--- src/rtl/scan_capture.sv ---
// Captures row-scanned RGB matrix bus samples into a double-buffered 8x24 frame store.
// Rows must arrive 0..7 in order; a completed frame swaps into the display bank atomically.
module scan_capture #(
  parameter int unsigned TIMEOUT_CYC = 200000
) (
  input  logic        CLK,
  input  logic        reset,
  input  logic        scan_clk,
  input  logic [0:27] scan_bus,
  input  logic [2:0]  rd_row,
  output logic [23:0] rd_data,
  output logic        frame_valid,
  output logic [7:0]  frame_cnt,
  output logic [7:0]  err_cnt,
  output logic        locked,
  output logic        scan_lost
);

  localparam int unsigned CNT_W = $clog2(TIMEOUT_CYC + 1);
  localparam logic [CNT_W-1:0] TO_MAX = CNT_W'(TIMEOUT_CYC);
  localparam int unsigned ROWS = 8;

  typedef enum logic {S_HUNT, S_CAPTURE} state_t;

  state_t state, state_d;
  logic [2:0] exp_row, exp_row_d;

  logic sync1, sync2, hist;
  logic edge_e, sample, timed_out;
  logic wr_en, swap, err_inc;

  logic [2:0]  bus_row;
  logic        bus_en;
  logic [23:0] bus_pix;

  logic [CNT_W-1:0] to_cnt;
  logic [23:0] bank0 [ROWS];
  logic [23:0] bank1 [ROWS];
  logic        disp_sel;

  // Column lines are active-low on the bus; store them active-high.
  assign bus_row = scan_bus[24:26];
  assign bus_en  = scan_bus[27];
  assign bus_pix = ~scan_bus[0:23];

  assign edge_e    = hist & ~sync2;
  assign sample    = edge_e & bus_en;
  assign timed_out = (to_cnt == TO_MAX) && !edge_e;

  // scan_clk synchronizer and falling-edge history
  always_ff @(posedge CLK or negedge reset) begin
    if (!reset) begin
      sync1 <= 1'b0;
      sync2 <= 1'b0;
      hist  <= 1'b0;
    end else begin
      sync1 <= scan_clk;
      sync2 <= sync1;
      hist  <= sync2;
    end
  end

  // FSM state register
  always_ff @(posedge CLK or negedge reset) begin
    if (!reset) begin
      state   <= S_HUNT;
      exp_row <= 3'd0;
    end else begin
      state   <= state_d;
      exp_row <= exp_row_d;
    end
  end

  // FSM next-state and capture control
  always_comb begin
    state_d   = state;
    exp_row_d = exp_row;
    wr_en     = 1'b0;
    swap      = 1'b0;
    err_inc   = 1'b0;
    if (timed_out) begin
      state_d   = S_HUNT;
      exp_row_d = 3'd0;
    end else if (sample) begin
      case (state)
        S_HUNT: begin
          if (bus_row == 3'd0) begin
            wr_en     = 1'b1;
            exp_row_d = 3'd1;
            state_d   = S_CAPTURE;
          end
        end
        S_CAPTURE: begin
          if (bus_row == exp_row) begin
            wr_en     = 1'b1;
            exp_row_d = exp_row + 3'd1;
            swap      = (exp_row == 3'd7);
          end else begin
            err_inc = 1'b1;
            if (bus_row == 3'd0) begin
              // Treat a stray row 0 as the start of a fresh frame.
              wr_en     = 1'b1;
              exp_row_d = 3'd1;
            end else begin
              state_d   = S_HUNT;
              exp_row_d = 3'd0;
            end
          end
        end
        default: begin
          state_d   = S_HUNT;
          exp_row_d = 3'd0;
        end
      endcase
    end
  end

  // Link watchdog: any falling edge restarts it, it saturates at TIMEOUT_CYC
  always_ff @(posedge CLK or negedge reset) begin
    if (!reset) begin
      to_cnt    <= '0;
      scan_lost <= 1'b0;
    end else begin
      if (edge_e) begin
        to_cnt <= '0;
      end else if (to_cnt != TO_MAX) begin
        to_cnt <= to_cnt + CNT_W'(1);
      end
      if (sample) begin
        scan_lost <= 1'b0;
      end else if (timed_out) begin
        scan_lost <= 1'b1;
      end
    end
  end

  // Status outputs
  always_ff @(posedge CLK or negedge reset) begin
    if (!reset) begin
      frame_valid <= 1'b0;
      frame_cnt   <= 8'd0;
      err_cnt     <= 8'd0;
      locked      <= 1'b0;
    end else begin
      frame_valid <= swap;
      if (swap) begin
        frame_cnt <= frame_cnt + 8'd1;
      end
      if (err_inc && (err_cnt != 8'hFF)) begin
        err_cnt <= err_cnt + 8'd1;
      end
      locked <= (state_d == S_CAPTURE);
    end
  end

  // Double-buffered frame store; writes only ever target the capture bank
  always_ff @(posedge CLK or negedge reset) begin
    if (!reset) begin
      for (int i = 0; i < ROWS; i++) begin
        bank0[i] <= '0;
        bank1[i] <= '0;
      end
      disp_sel <= 1'b0;
    end else begin
      if (wr_en) begin
        if (disp_sel) begin
          bank0[bus_row] <= bus_pix;
        end else begin
          bank1[bus_row] <= bus_pix;
        end
      end
      if (swap) begin
        disp_sel <= ~disp_sel;
      end
    end
  end

  always_comb begin
    rd_data = disp_sel ? bank1[rd_row] : bank0[rd_row];
  end

endmodule

--- config.mk ---
export PLATFORM = sky130hd
export DESIGN_NAME = scan_capture
export DESIGN_NICKNAME = d
export VERILOG_FILES = /design/src/rtl/scan_capture.sv
export SDC_FILE = /design/constraint.sdc
export NUM_CORES = 1
export LEC_CHECK = 0
export BUFFER_PORTS_ARGS = -buffer_cell sky130_fd_sc_hd__buf_2
export CAP_MARGIN = 30
export CORE_ASPECT_RATIO = 1.75
export CORE_MARGIN = 10
export CORE_UTILIZATION = 45
export DETAILED_ROUTE_END_ITERATION = 12
export PLACE_DENSITY = 0.71
export SYNTH_ARGS = -nofsm -noshare
export SYNTH_HDL_FRONTEND = slang
export SYNTH_SLANG_ARGS = --single-unit
--- constraint.sdc ---
create_clock -name CLK -period 2.5 [get_ports CLK]
set_clock_uncertainty 0.15 [all_clocks]
set_input_delay 0.5 -clock CLK [delete_from_list [all_inputs] [get_ports CLK]]
set_output_delay 0.5 -clock CLK [all_outputs]
set_load 0.02 [all_outputs]
==> metrics.txt, run 1 <==
row count=100; Inst Count DP=2282; commonest non-fill, non-tap cell in the layout=o21ai_0; full die area=approximately 0.052 mm2; Post-Syn Area=a little under 0.02 mm2; global routing usage on met3=4.165%; TritonCTS Buffers=42; Synth-to-Final Area Change=17.78%; Synth cell types=44; vias per inst=about 6.4; register area share after synthesis=around 56%; Final Max Slew Viols=0; hold endpoint=exp_row[0]$_DFFE_PN0P_; synthesized instance count=approximately 1700; clk sink count=about 430; largest net degree at the start of global routing=81; Area after DPL=roughly 0.021 mm2; GR Util All Layers=22.96%; R2R Path Start=disp_sel$_DFFE_PN0P_; GR Util met1=between 20% and 30%; worst reg-to-reg path cell count=7; Synth Register Bits=roughly 430; Clk Latency, worst-skew pair=0.56 ns; antenna viol nets, final=0; syn avg cell area=11.07 um2; Pleak=0.01018 uW; Async SR Flop Fraction=100.0%; Power Total=~15000 uW; critical path data arrival time=1.97 ns; post-route insts no fill=2373; routing usage on met2=about two fifths; initial cell density of the core=between 40% and 50%; most used flip-flop cell after synthesis=dfrtp_1; slew margin rel.=approximately three fifths; syn nets=1775; # setup viols final=23; failing checks=negative setup slack; worst hold path type=input pin to flip-flop; Final #Nets=1821; CP required=~1.9 ns; PwrDens=about 670 mW/mm2; Avg WL per Cell=~25 um; total gr overflow=0; min-delay src=scan_bus[27]; actual slew at the worst max-slew pin=0.6221 ns; initial antenna violation count=9; H-tree depth=2; Crit Path Max Fanout=2; maximum root-to-sink buffer count=3; commonest non-fill, non-tap cells in the layout=o21ai_0, dfrtp_1, o21ai_1; Hold Fails Final Rpt=0; reg2reg end=bank1[95]$_DFFE_PN0P_; I/O pin cnt=just under 80; GRT busiest layer=met2; CTS root buffer=clkbuf_16; # fillers=about 3600; Worst setup SP type=flip-flop; Max Cap Viol=0; DRC=0; die width=around 180 um; DP HPWL=roughly 35000 um; Max Freq=between 0.3 and 0.4 GHz; crit path time final=2.617 ns; reg2reg setup slack=about 0.22 ns; worst hold margin=between 0.1 and 0.15 ns; gpl congestion=0.8410; Finished Cell Area=between 0.02 and 0.025 mm2; Tcrit/Tclk final=104.7%; Crit. End Element=output port; Die Span Y=approximately 290 um; share of cells above drive strength 1=about 22%; worst vdd ir=slightly above 0.6 mV; yosys warns=0; core region area=around 0.042 mm2; RSZ-0062 raised after global routing=yes; setup ws final=-0.1173 ns; Routed WL=roughly 59000 um; pre-CTS setup slack=-0.1512 ns; Hold Path Stages=3; Setup CP Type=flip-flop to output port; PortBufs=76; clock-pin slew on the worst setup and hold paths=~0.06 ns; status=complete, but fails checks; starting DRC count in detailed routing=about 1500; drt pass-1 iters=5; DR vias=~15000; global-route wire length before repair=about 93000 um; number of flops mapped to enable cells by yosys=0; CTS tree=built; vias in the first global route=between 15000 and 20000
[flip-flops by register name, indices dropped and copies added, names as in the netlist]
name         count
bank0          192
bank1          192
disp_sel         1
err_cnt          8
exp_row          3
frame_cnt        8
frame_valid      1
hist             1
locked           1
scan_lost        1
sync1            1
sync2            1
to_cnt          18
[layer usage]
layer / up-vias / part of all wire (%) / wire length (um)
li1: 6429 / - / -
met5: - / 0 / 0
met2: 766 / 52 / 30930
met1: 7697 / 35 / 20570
met3: 217 / 7.4 / 4375
met4: 0 / 5.3 / 3108
[cell usage after synthesis, types with 2 or more instances]
cell,n,area (um2)
o21ai_0,467,2337
dfrtp_1,428,10710
o21ai_1,140,700.7
clkbuf_1,139,521.8
mux4_2,96,2162
nor2_1,67,251.5
a21oi_1,54,270.3
a22oi_1,48,360.4
nand2_1,41,153.9
inv_1,29,108.9
buf_2,24,120.1
mux2i_1,24,240.2
nand3_1,24,120.1
o31ai_1,24,180.2
nand4_1,19,118.9
xor2_1,19,166.4
nor3_1,9,45.04
buf_1,8,30.03
nor2b_1,8,50.05
xnor2_1,8,70.07
and2_1,7,43.79
ha_1,6,75.07
and3_1,5,31.28
nor4_1,4,25.02
or3_1,4,25.02
and4_1,3,26.28
mux2_2,3,33.78
or2_1,3,18.77
or2_4,3,26.28
a32oi_1,2,17.52
and4b_1,2,20.02
mux2_1,2,22.52
nand2b_1,2,12.51
nor4b_1,2,17.52
or2_2,2,12.51
[cell families after synthesis]
| family | Yosys count | synth area share, % |
|---|---|---|
| adders and majority gates | 6 | 0.3909 |
| muxes | 125 | 12.80 |
| and+or+nand+nor | 210 | 5.440 |
| xor gates and xnor gates | 27 | 1.231 |
| DFF | 428 | 55.77 |
| AOI/OAI and AO/OA | 738 | 20.24 |
| buffers and inverters | 201 | 4.124 |
[how the worst max path moves through the flow]
stage | startpoint | end | slack (ns)
after floorplan | rd_row[0] | rd_data[10] | -0.001
after global placement | rd_row[0] | rd_data[13] | -0.14
after detailed placement | rd_row[0] | rd_data[19] | -0.15
after CTS | bank0[7]$_DFFE_PN0P_ | rd_data[7] | -0.09
after global routing | bank0[92]$_DFFE_PN0P_ | rd_data[20] | -0.15
final | bank0[7]$_DFFE_PN0P_ | rd_data[7] | -0.12
[worst max-delay path: stages (launching register included)]
cell     delay (ns)
dfrtp_1        0.39
mux4_2         0.48
a22oi_2        0.25
nand2_1        0.13
buf_6          0.15
[area by class of cell]
class | instances | area, um2 | area share [%]
clock inverters | 13 | 241.5 | 1.068
flip-flops and latches | 428 | 10710 | 47.36
inverters | 29 | 108.9 | 0.4812
multi-input cells | 1106 | 7915 | 34.99
repair buffers | 174 | 1718 | 7.595
well taps | 561 | 701.9 | 3.103
clock buffers | 59 | 1215 | 5.371
diodes | 3 | 7.507 | 0.03319
[through the flow]
| stage | utilization, % | TNS (ns) |
|---|---|---|
| floorplan | - | -0.02821 |
| global placement | 48.62 | -2.172 |
| detailed placement | 48.62 | -2.451 |
| CTS | 53.08 | -1.327 |
| global route | 53.32 | -2.260 |
| finish | 53.33 | -1.307 |
[where the power goes]
part,internal (uW),leakage (uW),total (uW),switching [uW]
Sequential,7090,0.00579,7220,130
Clock,3930,0.000715,6730,2790
Combinational,414,0.00367,1140,725
[timing repair]
item | in CTS | in global routing
buffers inserted | 9 | 4
hold buffers | 2 | 0
gates resized for setup | 79 | 16
gates cloned | 1 | 0
endpoints found under the setup margin | 24 | 24
pin swaps | 41 | 9
endpoints found under the hold margin | 48 | 0
Note: power is estimated with default switching activity, not from simulation.
==> inputs of run 2 (changes only) <==
--- a/config.mk
+++ b/config.mk
@@ -11,7 +11,7 @@
 export CORE_MARGIN = 10
 export CORE_UTILIZATION = 45
 export DETAILED_ROUTE_END_ITERATION = 12
-export PLACE_DENSITY = 0.71
+export REMOVE_ABC_BUFFERS = 1
 export SYNTH_ARGS = -nofsm -noshare
 export SYNTH_HDL_FRONTEND = slang
 export SYNTH_SLANG_ARGS = --single-unit
==> run 2 against run 1 <==
The run still ends with negative setup slack left; non-clock buffer count shrank 5; utilization rose by 0.40 points; final cell count shrank 0.13%; sequential power is essentially flat; critical path depth is the same; combinational power hardly changed; die area is the same; critical path type unchanged; largest power group unchanged.
==> metrics.txt, run 2 (synthesized netlist as in run 1, its figures left out) <==
Max Freq=0.3907 GHz (+2.3%); Slowest cell on crit path=mux4_2; DRC=0 (unchanged); clk sink count=428 (unchanged); CTS tree=built; failing checks=negative setup slack; clock share of power=44.4% (-0.2 points); PortBufs=76 (unchanged); worst vdd ir=0.5667 mV (-6.2%); largest registers=bank0 x192, bank1 x192, to_cnt x18; Max Cap Viol=0 (unchanged); Routed WL=61960 um (+5.1%); Hold Fails Final Rpt=0 (unchanged); Final #Nets=1816 (-0.27%); commonest non-fill, non-tap cells in the layout=o21ai_0, dfrtp_1, o21ai_1; status=complete, but fails checks; DR vias=14930 (-1.2%); Tcrit/Tclk final=102.4% (-2.3 points); starting DRC count in detailed routing=1539 (+0.39%); Crit. End Element=output port; CP cell instances=mux4_2, a22oi_1, nand2_2, buf_6; worst path bufs/invs=1 (unchanged); combinational share of power=7.8% (+0.2 points); vias per inst=6.300 (-1.1%); initial antenna violation count=2 (-7); largest net degree at the start of global routing=193 (+140%); net switching fraction of the power=24.28% (+0.11 points); Power Total=15090 uW (about the same); antenna viol nets, final=0 (unchanged); Reg power frac=47.8% (about the same); PwrDens=662.2 mW/mm2 (-0.72%); GR Util All Layers=23.82% (+0.85 points); setup ws final=-0.05963 ns (+0.05764 ns); Setup CP Type=flip-flop to output port; commonest non-fill, non-tap cell in the layout=o21ai_0; GR Util met1=27.51% (+1.3 points); total gr overflow=0 (unchanged); drt pass-1 iters=6 (+1); Clk Latency, worst-skew pair=0.56 ns (about the same); Net Switching=3664 uW (+0.50%); share of cells above drive strength 1=21.61% (-0.11 points); routing usage on met2=40.73% (+0.60 points); Die Span Y=293.3 um (unchanged); clock-pin slew on the worst setup and hold paths=0.06 ns (about the same); GRT busiest layer=met2; # setup viols final=10 (-57%); actual slew at the worst max-slew pin=0.9055 ns (+0.2833 ns); TritonCTS Buffers=42 (unchanged); critical path's top delay family=multiplexers; gpl congestion=0.7944 (-5.5%); Avg WL per Cell=26.14 um (+5.2%); I/O pin cnt=77 (unchanged); worst hold path type=input pin to flip-flop; CTS root buffer=clkbuf_16; slew margin rel.=39.64% (-19 points); vias in the first global route=15550 (-2.1%); global-route wire length before repair=94120 um (+1.4%); Crit Path Max Fanout=2 (unchanged); full die area=0.05167 mm2 (unchanged); Synth-to-Final Area Change=18.66%; CP required=1.85 ns (about the same); crit path time final=2.560 ns (-0.05764 ns); row count=100 (unchanged); die width=176.2 um (unchanged); RSZ-0062 raised after global routing=yes; initial cell density of the core=45.28% (unchanged); DP HPWL=33060 um (-5.4%); core region area=0.04242 mm2 (unchanged); Final Max Slew Viols=0 (unchanged); internal power=11430 uW (-0.13%); critical path data arrival time=1.91 ns (-0.06 ns); pre-CTS setup slack=-0.1891 ns (-0.03786 ns); slowest stage delay, CP=0.48 ns (about the same); Pleak=0.01027 uW (+0.88%); ant diodes=0 (-3); maximum root-to-sink buffer count=3 (unchanged); fin util=53.73% (+0.40 points); H-tree depth=2 (unchanged); Worst setup SP type=flip-flop; global routing usage on met3=5.051% (+0.89 points)
run 2: tightest hold or removal path: cells and delay by family:
family	cells	cell delay, ns
buf+inv	1	0.13
simple gates	1	0.09
compound gates	1	0.08
run 2: per-stage QoR:
step / hold slack [ns] / std cells / setup TNS, ns / cell area, um2
after floorplan: 0.05441 / 1563 / -563.50 / 18520
after global placement: 0.1828 / 2272 / -2.496 / 20560
after detailed placement: 0.1943 / 2272 / -2.495 / 20560
after CTS: 0.1164 / 2360 / -0.5502 / 22550
after global routing: 0.1527 / 2370 / -1.125 / 22790
final: 0.1368 / 2370 / -0.3326 / 22790
run 2: final cells by class:
type | count | area [um2]
Tap cell | 561 | 701.9
Fill cell | 3613 | 19630
Sequential cell | 428 | 10710
Clock buffer | 62 | 1290
Clock inverter | 15 | 166.4
Inverter | 29 | 108.9
Multi-Input combinational cell | 1106 | 7918
Timing Repair Buffer | 169 | 1892
run 2: path summary, 6_finish.rpt:
kind	from	end	slack (ns)	depth (start not counted)
max	bank1[16]$_DFFE_PN0P_	rd_data[16]	-0.06	4
min	scan_bus[27]	locked$_DFFE_PN0P_	0.14	3
max reg2reg	locked$_DFFE_PN0P_	bank0[131]$_DFFE_PN0P_	0.23	5
min reg2reg	sync1$_DFF_PN0_	sync2$_DFF_PN0_	0.21	0
max in group asynchronous	reset	bank1[58]$_DFFE_PN0P_	1.12	3
min in group asynchronous	reset	frame_cnt[5]$_DFFE_PN0P_	0.29	2
run 2: power groups by stage:
stage	Clock, uW	Combinational (uW)	Sequential [uW]
after floorplan	0	440	7330
after global placement	0	1050	7350
after detailed placement	0	1070	7350
after CTS	6790	1140	7220
after global routing	7050	1280	7240
final	6700	1170	7220
run 2: repair_timing:
item / in CTS / in global routing
hold endpoints to repair: 35 / 0
resized for setup: 90 / 18
hold buffers: 2 / 0
setup endpoints to repair: 24 / 24
pin swaps: 45 / 10
gates cloned: 5 / 4
buffers inserted: 4 / 6
run 2: routing by layer:
| layer | vias to the layer above | share of wire, % |
|---|---|---|
| met4 | 4 | 5.0 |
| met3 | 184 | 8.4 |
| li1 | 6451 | - |
| met2 | 720 | 51 |
| met1 | 7572 | 36 |
| met5 | - | 0.039 |
==> inputs of run 3 (changes only) <==
--- a/config.mk
+++ b/config.mk
@@ -5,12 +5,14 @@
 export SDC_FILE = /design/constraint.sdc
 export NUM_CORES = 1
 export LEC_CHECK = 0
+export ABC_CLOCK_PERIOD_IN_PS = 2500
 export BUFFER_PORTS_ARGS = -buffer_cell sky130_fd_sc_hd__buf_2
 export CAP_MARGIN = 30
 export CORE_ASPECT_RATIO = 1.75
 export CORE_MARGIN = 10
 export CORE_UTILIZATION = 45
 export DETAILED_ROUTE_END_ITERATION = 12
+export PLACE_DENSITY_LB_ADDON = 0.2
 export REMOVE_ABC_BUFFERS = 1
 export SYNTH_ARGS = -nofsm -noshare
 export SYNTH_HDL_FRONTEND = slang
==> run 3 against run 2 <==
The flow still finishes with violations (negative setup slack); critical path type unchanged; highest routed layer unchanged; sequential share of layout area grew 0.38 points; routed wire length shrank 2.4%; worst hold slack gained 0.042 ns.
==> metrics.txt, run 3 (synthesized netlist as in run 1, its figures left out) <==
critical path data arrival time=1.90 ns (about the same); Crit. End Element=output port; Max Cap Viol=0 (unchanged); Net Switching=3540 uW (-3.4%); Hold Fails Final Rpt=0 (unchanged); commonest non-fill, non-tap cell in the layout=o21ai_0; DP HPWL=34070 um (+3.0%); net switching fraction of the power=24.35% (+0.070 points); combinational share of power=8.0% (+0.2 points); Avg WL per Cell=25.51 um (-2.4%); TritonCTS Buffers=41 (-2.4%); worst vdd ir=0.6051 mV (+6.8%); worst hold path type=input pin to flip-flop; failing checks=negative setup slack; CP Launch Point=bank0[7]$_DFFE_PN0P_; Worst setup SP type=flip-flop; Pleak=0.01016 uW (-1.0%); Routed WL=60500 um (-2.4%); DR vias=14800 (-0.86%); worst hold margin=0.1788 ns (+0.04209 ns); Clk Latency, worst-skew pair=0.54 ns (-0.02 ns); core region area=0.04242 mm2 (unchanged); gpl congestion=0.7906 (-0.48%); I/O pin cnt=77 (unchanged); vias in the first global route=15820 (+1.7%); min-delay src=scan_bus[27]; worst reg-to-reg path cell count=5 (unchanged); drt pass-1 iters=5 (-1); Hold Path Stages=3 (unchanged); PwrDens=643.1 mW/mm2 (-2.9%); # setup viols final=7 (-3); Setup CP Type=flip-flop to output port; CP required=1.85 ns (about the same); Die Span Y=293.3 um (unchanged); setup ws final=-0.05064 ns (+0.008986 ns); maximum root-to-sink buffer count=3 (unchanged); CTS root buffer=clkbuf_16; share of cells above drive strength 1=21.99% (+0.37 points); vias per inst=6.241 (-0.94%); Reg power frac=49.7% (+1.9 points); initial antenna violation count=3 (+1); actual slew at the worst max-slew pin=0.6940 ns (-0.2115 ns); CTS tree=built; internal power=11000 uW (-3.7%); R2R Path Start=exp_row[2]$_DFFE_PN0P_; status=complete, but fails checks; antenna viol nets, final=0 (unchanged); commonest non-fill, non-tap cells in the layout=o21ai_0, dfrtp_1, o21ai_1; largest registers=bank0 x192, bank1 x192, to_cnt x18; die width=176.2 um (unchanged); Final Max Slew Viols=0 (unchanged); Final #Nets=1821 (+0.28%); PortBufs=76 (unchanged); clk sink count=428 (unchanged); Crit Path Max Fanout=2 (unchanged); slew margin rel.=53.74% (+14 points); Tcrit/Tclk final=102.0% (-0.36 points); starting DRC count in detailed routing=1357 (-12%); clock-pin slew on the worst setup and hold paths=0.07 ns (about the same); RSZ-0062 raised after global routing=yes; initial cell density of the core=45.28% (unchanged); GR Util All Layers=23.42% (-0.39 points); pre-CTS setup slack=-0.2123 ns (-0.02326 ns); global-route wire length before repair=93920 um (-0.21%); clock share of power=42.4% (-2.0 points); row count=100 (unchanged); Power Total=14540 uW (-3.7%); largest net degree at the start of global routing=101 (-48%); Max Freq=0.3921 GHz (+0.35%); full die area=0.05167 mm2 (unchanged); reg2reg end=bank1[110]$_DFFE_PN0P_; total gr overflow=0 (unchanged); H-tree depth=2 (unchanged); reg2reg setup slack=0.19 ns (-0.04 ns); hold endpoint=exp_row[0]$_DFFE_PN0P_; DRC=0 (unchanged); Synth-to-Final Area Change=17.71%; crit path time final=2.551 ns (-0.008986 ns)
-- run 3: changes by cell type in the layout (fill, tap and decap cells not counted), sizes merged --
cell	delta
buf	+9
bufinv	-2
clkbuf	-5
clkinv	-3
clkinvlp	+3
diode	+1
inv	-1
-- run 3: layout make-up --
type	count	area, um2
diodes	1	2.502
inverters	29	108.9
multi-input cells	1106	7940
flip-flops and latches	428	10710
clock buffers	60	1217
clock inverters	12	95.09
repair buffers	175	1829
fillers	3692	19810
well taps	561	701.9
-- run 3: timing repair --
item,in CTS,in global routing
hold buffers,2,0
pin swaps,39,16
endpoints found under the hold margin,45,0
setup endpoints to repair,24,26
buffers inserted,4,6
gates resized for setup,87,18
cloned,4,1
-- run 3: worst max-delay path, cell delays in order (launching register included) --
cell	delay, ns
dfrtp_1	0.38
mux4_2	0.48
a22oi_2	0.16
buf_4	0.15
nand2_2	0.05
buf_6	0.13
-- run 3: power groups by stage --
| stage | Sequential, uW | Clock (uW) | Combinational, uW |
|---|---|---|---|
| final | 7220 | 6160 | 1160 |
| after global routing | 7240 | 6510 | 1260 |
| after CTS | 7230 | 6260 | 1160 |
| after detailed placement | 7350 | 0 | 1100 |
| after global placement | 7350 | 0 | 1070 |
| after floorplan | 7330 | 0 | 440 |
-- run 3: worst max-delay path by stage --
stage | end | slack (ns)
after floorplan | bank1[120]$_DFFE_PN0P_ | -2.80
after global placement | rd_data[0] | -0.20
after detailed placement | rd_data[0] | -0.21
after CTS | rd_data[7] | -0.07
after global routing | rd_data[7] | -0.11
final | rd_data[7] | -0.05
-- run 3: routing by layer --
metal	vias to the layer above	GRT usage [%]	routed length, um
li1	6441	-	-
met1	7543	26.86	21810
met2	633	39.77	30520
met3	182	5.180	4650
met4	4	12.84	3503
met5	-	0	18
-- run 3: per-stage QoR --
stage | cell area, um2 | setup TNS (ns) | util [%] | cells
3_3_place_gp | 20670 | -3.535 | 48.72 | 2283
6_report | 22610 | -0.1224 | 53.30 | 2372
4_1_cts | 22490 | -0.2797 | 53.03 | 2365
2_1_floorplan | 18520 | -563.50 | - | 1563
3_5_place_dp | 20670 | -3.728 | 48.72 | 2283
5_1_grt | 22600 | -0.8910 | 53.29 | 2371
